[src/rtl/stage_id.sv]
// stage_id -- instruction decode stage of a 5-stage MIPS-subset pipeline.
//
// Holds the 32x32 register file (with a same-cycle write-back bypass) and
// decodes the fetched instruction into operand values, immediates, register
// indices and control bits. It also detects load-use hazards against the
// instruction currently sitting in the ID/EX register.
//
// Ports
//   Clk, Clrn               clock (rising edge), asynchronous active-low reset
//   IFout_PC4, IFout_Inst   PC+4 and instruction word from fetch
//   MEM_PCSrc               taken branch/jump: flush the decode into a bubble
//   WB_RegWrite/WriteReg/WriteData   register file write port
//   IDout_*                 registered ID/EX pipeline register contents
//   ID_Stall                combinational load-use stall request to fetch
module stage_id (
  input  logic        Clk,
  input  logic        Clrn,
  input  logic [31:0] IFout_PC4,
  input  logic [31:0] IFout_Inst,
  input  logic        MEM_PCSrc,
  input  logic        WB_RegWrite,
  input  logic [4:0]  WB_WriteReg,
  input  logic [31:0] WB_WriteData,
  output logic [31:0] IDout_PC4,
  output logic [31:0] IDout_RsData,
  output logic [31:0] IDout_RtData,
  output logic [31:0] IDout_Imm,
  output logic [31:0] IDout_Jtarg,
  output logic [4:0]  IDout_Rt,
  output logic [4:0]  IDout_Rd,
  output logic        IDout_RegWrite,
  output logic        IDout_MemtoReg,
  output logic        IDout_MemRead,
  output logic        IDout_MemWrite,
  output logic        IDout_Branch,
  output logic        IDout_Jump,
  output logic        IDout_ALUSrc,
  output logic        IDout_RegDst,
  output logic [2:0]  IDout_ALUOp,
  output logic        ID_Stall,
  output logic        IDout_Illegal
);

  typedef enum logic [5:0] {
    OP_RTYPE = 6'b000000,
    OP_J     = 6'b000010,
    OP_BEQ   = 6'b000100,
    OP_ADDI  = 6'b001000,
    OP_LW    = 6'b100011,
    OP_SW    = 6'b101011
  } opcode_e;

  typedef enum logic [5:0] {
    FN_ADD = 6'b100000,
    FN_SUB = 6'b100010,
    FN_AND = 6'b100100,
    FN_OR  = 6'b100101,
    FN_SLT = 6'b101010
  } funct_e;

  typedef enum logic [2:0] {
    ALU_ADD = 3'b000,
    ALU_SUB = 3'b001,
    ALU_AND = 3'b010,
    ALU_OR  = 3'b011,
    ALU_SLT = 3'b100
  } aluop_e;

  typedef struct packed {
    logic   reg_write;
    logic   mem_to_reg;
    logic   mem_read;
    logic   mem_write;
    logic   branch;
    logic   jump;
    logic   alu_src;
    logic   reg_dst;
    aluop_e alu_op;
    logic   illegal;
  } ctrl_t;

  // Instruction fields
  logic [5:0] op;
  logic [5:0] funct;
  logic [4:0] rs;
  logic [4:0] rt;
  logic [4:0] rd;

  assign op    = IFout_Inst[31:26];
  assign funct = IFout_Inst[5:0];
  assign rs    = IFout_Inst[25:21];
  assign rt    = IFout_Inst[20:16];
  assign rd    = IFout_Inst[15:11];

  // Register file. Entry 0 is never written, and reads of index 0 are forced
  // to zero as well so the read path does not depend on that.
  logic [31:0] regs_q [32];

  always_ff @(posedge Clk or negedge Clrn) begin
    if (!Clrn) begin
      for (int unsigned i = 0; i < 32; i++) regs_q[i] <= '0;
    end else if (WB_RegWrite && (WB_WriteReg != '0)) begin
      regs_q[WB_WriteReg] <= WB_WriteData;
    end
  end

  logic [31:0] rs_data;
  logic [31:0] rt_data;

  always_comb begin
    rs_data = '0;
    if (rs != '0) begin
      if (WB_RegWrite && (WB_WriteReg == rs)) rs_data = WB_WriteData;
      else                                    rs_data = regs_q[rs];
    end
  end

  always_comb begin
    rt_data = '0;
    if (rt != '0) begin
      if (WB_RegWrite && (WB_WriteReg == rt)) rt_data = WB_WriteData;
      else                                    rt_data = regs_q[rt];
    end
  end

  // Control decode
  ctrl_t ctrl_dec;

  always_comb begin
    ctrl_dec = '0;
    case (op)
      OP_RTYPE: begin
        // The all-zero word is the canonical NOP and decodes to no control.
        if (IFout_Inst != '0) begin
          ctrl_dec.reg_write = 1'b1;
          ctrl_dec.reg_dst   = 1'b1;
          case (funct)
            FN_ADD:  ctrl_dec.alu_op = ALU_ADD;
            FN_SUB:  ctrl_dec.alu_op = ALU_SUB;
            FN_AND:  ctrl_dec.alu_op = ALU_AND;
            FN_OR:   ctrl_dec.alu_op = ALU_OR;
            FN_SLT:  ctrl_dec.alu_op = ALU_SLT;
            default: begin
              ctrl_dec         = '0;
              ctrl_dec.illegal = 1'b1;
            end
          endcase
        end
      end
      OP_LW: begin
        ctrl_dec.reg_write  = 1'b1;
        ctrl_dec.mem_to_reg = 1'b1;
        ctrl_dec.mem_read   = 1'b1;
        ctrl_dec.alu_src    = 1'b1;
        ctrl_dec.alu_op     = ALU_ADD;
      end
      OP_SW: begin
        ctrl_dec.mem_write = 1'b1;
        ctrl_dec.alu_src   = 1'b1;
        ctrl_dec.alu_op    = ALU_ADD;
      end
      OP_BEQ: begin
        ctrl_dec.branch = 1'b1;
        ctrl_dec.alu_op = ALU_SUB;
      end
      OP_ADDI: begin
        ctrl_dec.reg_write = 1'b1;
        ctrl_dec.alu_src   = 1'b1;
        ctrl_dec.alu_op    = ALU_ADD;
      end
      OP_J: begin
        ctrl_dec.jump = 1'b1;
      end
      default: begin
        ctrl_dec.illegal = 1'b1;
      end
    endcase
  end

  // ID/EX pipeline register
  logic [31:0] pc4_q,   pc4_d;
  logic [31:0] rsd_q,   rsd_d;
  logic [31:0] rtd_q,   rtd_d;
  logic [31:0] imm_q,   imm_d;
  logic [31:0] jtarg_q, jtarg_d;
  logic [4:0]  rt_q,    rt_d;
  logic [4:0]  rd_q,    rd_d;
  ctrl_t       ctrl_q,  ctrl_d;

  // Load-use hazard: the load in ID/EX writes a register this instruction
  // reads. rt is only a source operand for R-type, beq and sw.
  logic uses_rt;
  logic stall;

  assign uses_rt = (op == OP_RTYPE) || (op == OP_BEQ) || (op == OP_SW);
  assign stall   = ctrl_q.mem_read && (rt_q != '0) &&
                   ((rt_q == rs) || (uses_rt && (rt_q == rt)));

  always_comb begin
    pc4_d   = IFout_PC4;
    rsd_d   = rs_data;
    rtd_d   = rt_data;
    imm_d   = {{16{IFout_Inst[15]}}, IFout_Inst[15:0]};
    jtarg_d = {IFout_PC4[31:28], IFout_Inst[25:0], 2'b00};
    rt_d    = rt;
    rd_d    = rd;
    // Flush and stall both insert a bubble: data fields still load, only the
    // control word (including the illegal flag) is suppressed.
    ctrl_d  = (MEM_PCSrc || stall) ? '0 : ctrl_dec;
  end

  always_ff @(posedge Clk or negedge Clrn) begin
    if (!Clrn) begin
      pc4_q   <= '0;
      rsd_q   <= '0;
      rtd_q   <= '0;
      imm_q   <= '0;
      jtarg_q <= '0;
      rt_q    <= '0;
      rd_q    <= '0;
      ctrl_q  <= '0;
    end else begin
      pc4_q   <= pc4_d;
      rsd_q   <= rsd_d;
      rtd_q   <= rtd_d;
      imm_q   <= imm_d;
      jtarg_q <= jtarg_d;
      rt_q    <= rt_d;
      rd_q    <= rd_d;
      ctrl_q  <= ctrl_d;
    end
  end

  assign IDout_PC4      = pc4_q;
  assign IDout_RsData   = rsd_q;
  assign IDout_RtData   = rtd_q;
  assign IDout_Imm      = imm_q;
  assign IDout_Jtarg    = jtarg_q;
  assign IDout_Rt       = rt_q;
  assign IDout_Rd       = rd_q;
  assign IDout_RegWrite = ctrl_q.reg_write;
  assign IDout_MemtoReg = ctrl_q.mem_to_reg;
  assign IDout_MemRead  = ctrl_q.mem_read;
  assign IDout_MemWrite = ctrl_q.mem_write;
  assign IDout_Branch   = ctrl_q.branch;
  assign IDout_Jump     = ctrl_q.jump;
  assign IDout_ALUSrc   = ctrl_q.alu_src;
  assign IDout_RegDst   = ctrl_q.reg_dst;
  assign IDout_ALUOp    = ctrl_q.alu_op;
  assign IDout_Illegal  = ctrl_q.illegal;
  assign ID_Stall       = stall;

endmodule

[config.mk]
export PLATFORM = sky130hd
export DESIGN_NAME = stage_id
export DESIGN_NICKNAME = d
export VERILOG_FILES = /design/src/rtl/stage_id.sv
export SDC_FILE = /design/constraint.sdc
export NUM_CORES = 2
export LEC_CHECK = 0
export CAP_MARGIN = 25
export CORE_AREA = 10 10 286 494
export CTS_BUF_LIST = sky130_fd_sc_hd__clkbuf_8
export DETAILED_ROUTE_END_ITERATION = 7
export DIE_AREA = 0 0 296 504
export PLACE_DENSITY = 0.7
export SYNTH_ARGS = -nofsm -noshare
export SYNTH_HDL_FRONTEND = slang
export SYNTH_SLANG_ARGS = --single-unit
[constraint.sdc]
create_clock -name Clk -period 1.9 [get_ports Clk]
set_input_delay 0.19 -clock Clk [delete_from_list [all_inputs] [get_ports Clk]]
set_output_delay 0.19 -clock Clk [all_outputs]
set_load 0.01 [all_outputs]
* Yosys cells after proc, flatten, opt, wreduce, memory -nomap -nowiden
Index checks and enable logic that the tools add are counted.
Widths: inputs -> output; s select.
** Operators by class
- Order comparisons :: 4
- Bitwise gates (word level) :: 3
- Equality and inequality tests :: 14
- Multiplexer cells :: 27
- Reductions and logical operators :: 21
** Operators with widths (number)
- $bwmux 1024 :: 1
- $bmux 32 s5 :: 2
- $mux 32 :: 9
- $demux 32 s5 :: 1
- $eq 6x6->1 const B :: 7
- $reduce_bool 32->1 :: 1
- $mux 12 :: 2
- $eq 5x5->1 :: 4
- $reduce_bool 5->1 :: 4
- $ge 6x6->1 const B :: 3
- $not 5->6 :: 3
- $pmux 1 s2 :: 6
- $pmux 3 s4 :: 1
- $reduce_or 5->1 :: 2
- $mux 8 :: 1
- $logic_and 1x1->1 :: 7
- $eq 6x2->1 const B :: 1
- $eq 6x3->1 const B :: 1
- $eq 6x4->1 const B :: 1
- $logic_not 6->1 :: 1
- $lt 6x1->1 const B :: 1
- $pmux 3 s2 :: 1
- $logic_or 1x1->1 :: 4
- $pmux 2 s2 :: 1
- other kinds (3) :: 4
** Word-level totals
- Output and inout bits :: 183
- Word-level logic and storage cells :: 118
- Register bits :: 1188
- Bits of input ports :: 105

* Longest topological paths before layout
- Word-level depth :: 8
- Mapped depth :: 10

* Worst setup path after synthesis
No wires, ideal clock.
- Kind :: input -> register
- From :: input IFout_Inst[16]
- To :: register rtd_q[3], in the netlist IDout_RtData[3]
- Data arrival time :: 2.039 ns
- Stages :: 7
- Required time :: 1.778 ns
- Setup slack :: -0.260 ns
- Library setup time :: 0.122 ns
- Cells stage by stage :: clkbuf_1 buf_4 buf_1 mux4_2 a31oi_1 o21ai_0 a32o_1
** Between the ends
- Word-level cells in the longest chain between the ends :: 6
** Ends and longest elaborated chain
- start, declared :: RTL line 19 : input logic [31:0] IFout_Inst,
- $not 5->6 (implied by the code) :: RTL line 122 : else rt_data = regs_q[rt];
- $bmux 32 s5 :: RTL line 122
- $mux 32 (implied by the code) (2 in series) :: RTL line 122
- $mux 32 :: RTL line 121 : if (WB_RegWrite && (WB_WriteReg == rt)) rt_data = WB_WriteData;
- $mux 32 (*) :: RTL line 120 : if (rt != '0) begin
- named net rt_data[3] :: RTL line 108 : logic [31:0] rt_data;
- end signal, assigned :: RTL line 225 : rtd_q <= rtd_d;
- end, declared :: RTL line 183 : logic [31:0] rtd_q, rtd_d;
The timed path passes the listed nets; every way through them passes the cells marked *. The select of a mux whose other input is x is not followed.
A chain may end at the register's enable or synchronous reset.

* Worst setup path in the final report
- From :: register rt_q[1], in the netlist IDout_Rt[1]
- To :: output ID_Stall
** Between the ends
- Word-level cells in the longest chain between the ends :: 4
** Ends and longest elaborated chain
- start, declared :: RTL line 186 : logic [4:0] rt_q, rt_d;
- start signal, assigned :: RTL line 228 : rt_q <= rt_d;
- $eq 5x5->1 :: RTL line 197 : ((rt_q == rs) || (uses_rt && (rt_q == rt)));
- $logic_and 1x1->1 :: RTL line 197
- $logic_or 1x1->1 :: RTL line 197
- $logic_and 1x1->1 (*) :: RTL line 196 : assign stall = ctrl_q.mem_read && (rt_q != '0) &&
- end, declared :: RTL line 40 : output logic ID_Stall,
Every way passes the cells marked *; elsewhere a longest branch is shown, timed or not.

==> results_dict.tcl <==
set metrics [dict create \
    status "finished with violations" \
    violations "negative setup slack" \
    p_leak_uw 0.0329 \
    drv_cap 0 \
    finalSetupViolCount 2 \
    rsz0062_at_grt "yes" \
    cp_max_fo 5 \
    antenna_found_initial 1 \
    boundaryPins 288 \
    clock_path_buffers 3 \
    post-route-period-util_pct 130 \
    whs_ps 62.8 \
    crit_type "flop to output port" \
    viasPerCell 6.39 \
    drtPass1Iterations 5 \
    critPathCaptureType "output port" \
    final_max_slew_viol_count 0 \
    antenna_left 0 \
    coreArea_sq_um 133000 \
    multi_input_area_sq_um 28500 \
    final-hold-violation-count 0 \
    die_w_um 296 \
    clock-sinks 1157 \
    start_util_pct 44.7 \
    hp-class "primary input to asynchronous set/reset pin" \
    grt_start_max_net_pins 83 \
    max_stage_delay_ps 550 \
    grt_pass1_vias 44800 \
    ys_ff_latch 1157 \
    area_growth_pct 24.1 \
    cts_tree "yes" \
    synthArstFlopShare_pct 100 \
    seqCellArea_sq_um 29000 \
    cts_max_level 4 \
    synth.distinct_cells 51 \
    synthFlopType "dfrtp_1" \
    cts_buffers 172 \
    worst_ep_arrival_time_ps 2280 \
    synth-edff-count 0 \
    maxSlewHeadroom_pct 38.3 \
    clkSlewWorstSetupHoldPaths_ps 60 \
    max_freq_mhz 405 \
    placed_area_sq_um 69300 \
    synth-seq-area-share_pct 48.8 \
    final_core_util_pct 55.5 \
    rows 177 \
    crit_slowest_cell "or4_4" \
    worstSetupStartpointType "flop" \
    reg2regPathDepth 5 \
    dp_cells 6193 \
    synth.top_cell.area_share_pct 48.8 \
    fillCellCount 10500 \
    crit_cells 4 \
    num_vias 42000 \
    path_cells "or4_4 -> o21ai_2 -> a21oi_2 -> buf_2" \
    grt_use_total_pct 27.4 \
    synthTopCellsByArea "dfrtp_1 49%, mux2_2 20%, mux4_2 16%, mux2i_1 4.0%, clkbuf_1 1.6%" \
    min_period_ps 2470 \
    place_congestion 0.913 \
    synth_area_sq_um 59300 \
    drt_wl_total_um 206000 \
    drt_iter0_drc 3620 \
    final_nets 4841 \
    die_h_um 504 \
    syn_avg_cell_area_sq_um 14.5 \
    root_buffer "clkbuf_8" \
    dieArea_sq_um 149000 \
    grt_pass1_wl_um 302000 \
    wl_per_cell_um 31.4 \
    io_buffers 285 \
    final_common_cell "dfrtp_1" \
    crit_required_ps 1710 \
    cp.buffers_inverters 1 \
    worstMarginPinSlew_ps 922 \
    skew_ps 35.8 \
    fin_ws_ps -567 \
    fin_area_sq_um 73600 \
    grt_overflow 0 \
    layout.cells.non_filler 6569 \
    yosys_warnings 0 \
    insertion_delay_ps 900 \
    drive_above_1_share_pct 51.0 \
    dp_hpwl_um 140000 \
    yosys.area.top_type "dfrtp_1" \
    route.detailed.drc 0 \
    final_cell_mix "1150 x dfrtp_1, 1049 x mux2_2, 436 x buf_4" \
    path_delay_family "simple AND/OR/NAND/NOR gates" \
    peakVddDrop_v 0.000592 \
    netlist_instances 4080 \
    p_per_area_nw_per_um2 949 \
]
## layer usage
layer	routed length, um	global-route usage, %
met3	16300	5.87
met1	74100	32.3
met4	15200	17.3
met2	101000	45.1
met5	0	0
## cells by family (layout without fill, tap and decap cells)
family / count (synthesis) / in the layout / synth area share, %
flip-flops: 1157 / 1157 / 48.8
XOR/XNOR: 20 / 20 / 0.295
AO/OA/AOI/OAI: 363 / 363 / 4.35
buffers and inverters: 501 / 1286 / 3.88
AND/OR/NAND/NOR: 331 / 331 / 2.83
multiplexers: 1707 / 1707 / 39.8
other: 1 / 5 / 0.00632
## through the flow
stage                     setup TNS, ps  setup WS (ps)  total power (uW)
final                              -629           -567             69800
after floorplan                   -2920           -136             41700
after global placement          -397310           -714             47300
after detailed placement        -414820           -649             48000
after global routing               -816           -641             72700
after CTS                         -1150           -613             69900
## cells in the mapped netlist (28+ instances only)
cell type	count
dfrtp_1	1157
buf_4	62
o21ai_0	53
a21oi_1	48
o22ai_1	66
nor2b_1	32
buf_2	103
a221o_1	28
nor2_1	44
a211oi_1	44
a32o_1	32
mux2_2	1050
mux2i_1	238
nand2_1	117
o221ai_1	37
buf_1	63
clkbuf_1	258
and3_1	28
mux4_2	419
## worst reg2reg max path: cells and delay by family, from the launching register on
kind            cells  cell delay (ps)
flops               1              400
compound gates      3              610
mux                 2              760
## worst paths after layout
check	start	to	slack (ps)
hold / removal	Clrn	regs_q[889]$_DFFE_PN0P_	60
hold reg to reg	regs_q[1012]$_DFFE_PN0P_	regs_q[1012]$_DFFE_PN0P_	400
setup / recovery	IDout_Rt[1]$_DFF_PN0_	ID_Stall	-570
max in group asynchronous	Clrn	IDout_RsData[12]$_DFF_PN0_	490
setup reg to reg	regs_q[538]$_DFFE_PN0P_	IDout_RtData[26]$_DFF_PN0_	0
min in group Clk	IFout_Inst[27]	IDout_Jump$_DFF_PN0_	90
## cell type report
class	count	share of cell area [%]
flip-flops and latches	1157	39.3
multi-input cells	2423	38.7
inverters	6	0.0306
diodes	3	0.0102
clock buffers	230	4.30
clock inverters	74	0.734
well taps	1700	2.89
repair buffers	976	14.0
## what timing repair did
action | in CTS | in global routing
gates cloned | 0 | 3
pin swaps | 2 | 12
hold endpoints to repair | 1219 | 0
endpoints found under the setup margin | 190 | 33
gates resized for setup | 286 | 62
buffers inserted | 6 | 3
hold buffers | 63 | 0
## power breakdown
| part | switching, uW | internal, uW |
|---|---|---|
| sequential | 3430 | 29100 |
| combinational | 6100 | 9170 |
| clock | 10200 | 11900 |
| total | 19700 | 50100 |
## flip-flops by register name (all words and copies together) (netlist names), 3 cells and up
register	count
IDout_Rt	4
IDout_ALUOp	3
IDout_RsData	32
IDout_PC4	31
regs_q	1024
IDout_Jtarg	8
IDout_Rd	4
IDout_Imm	11
IDout_RtData	32
No activity file was read; power rests on OpenSTA's default activity.
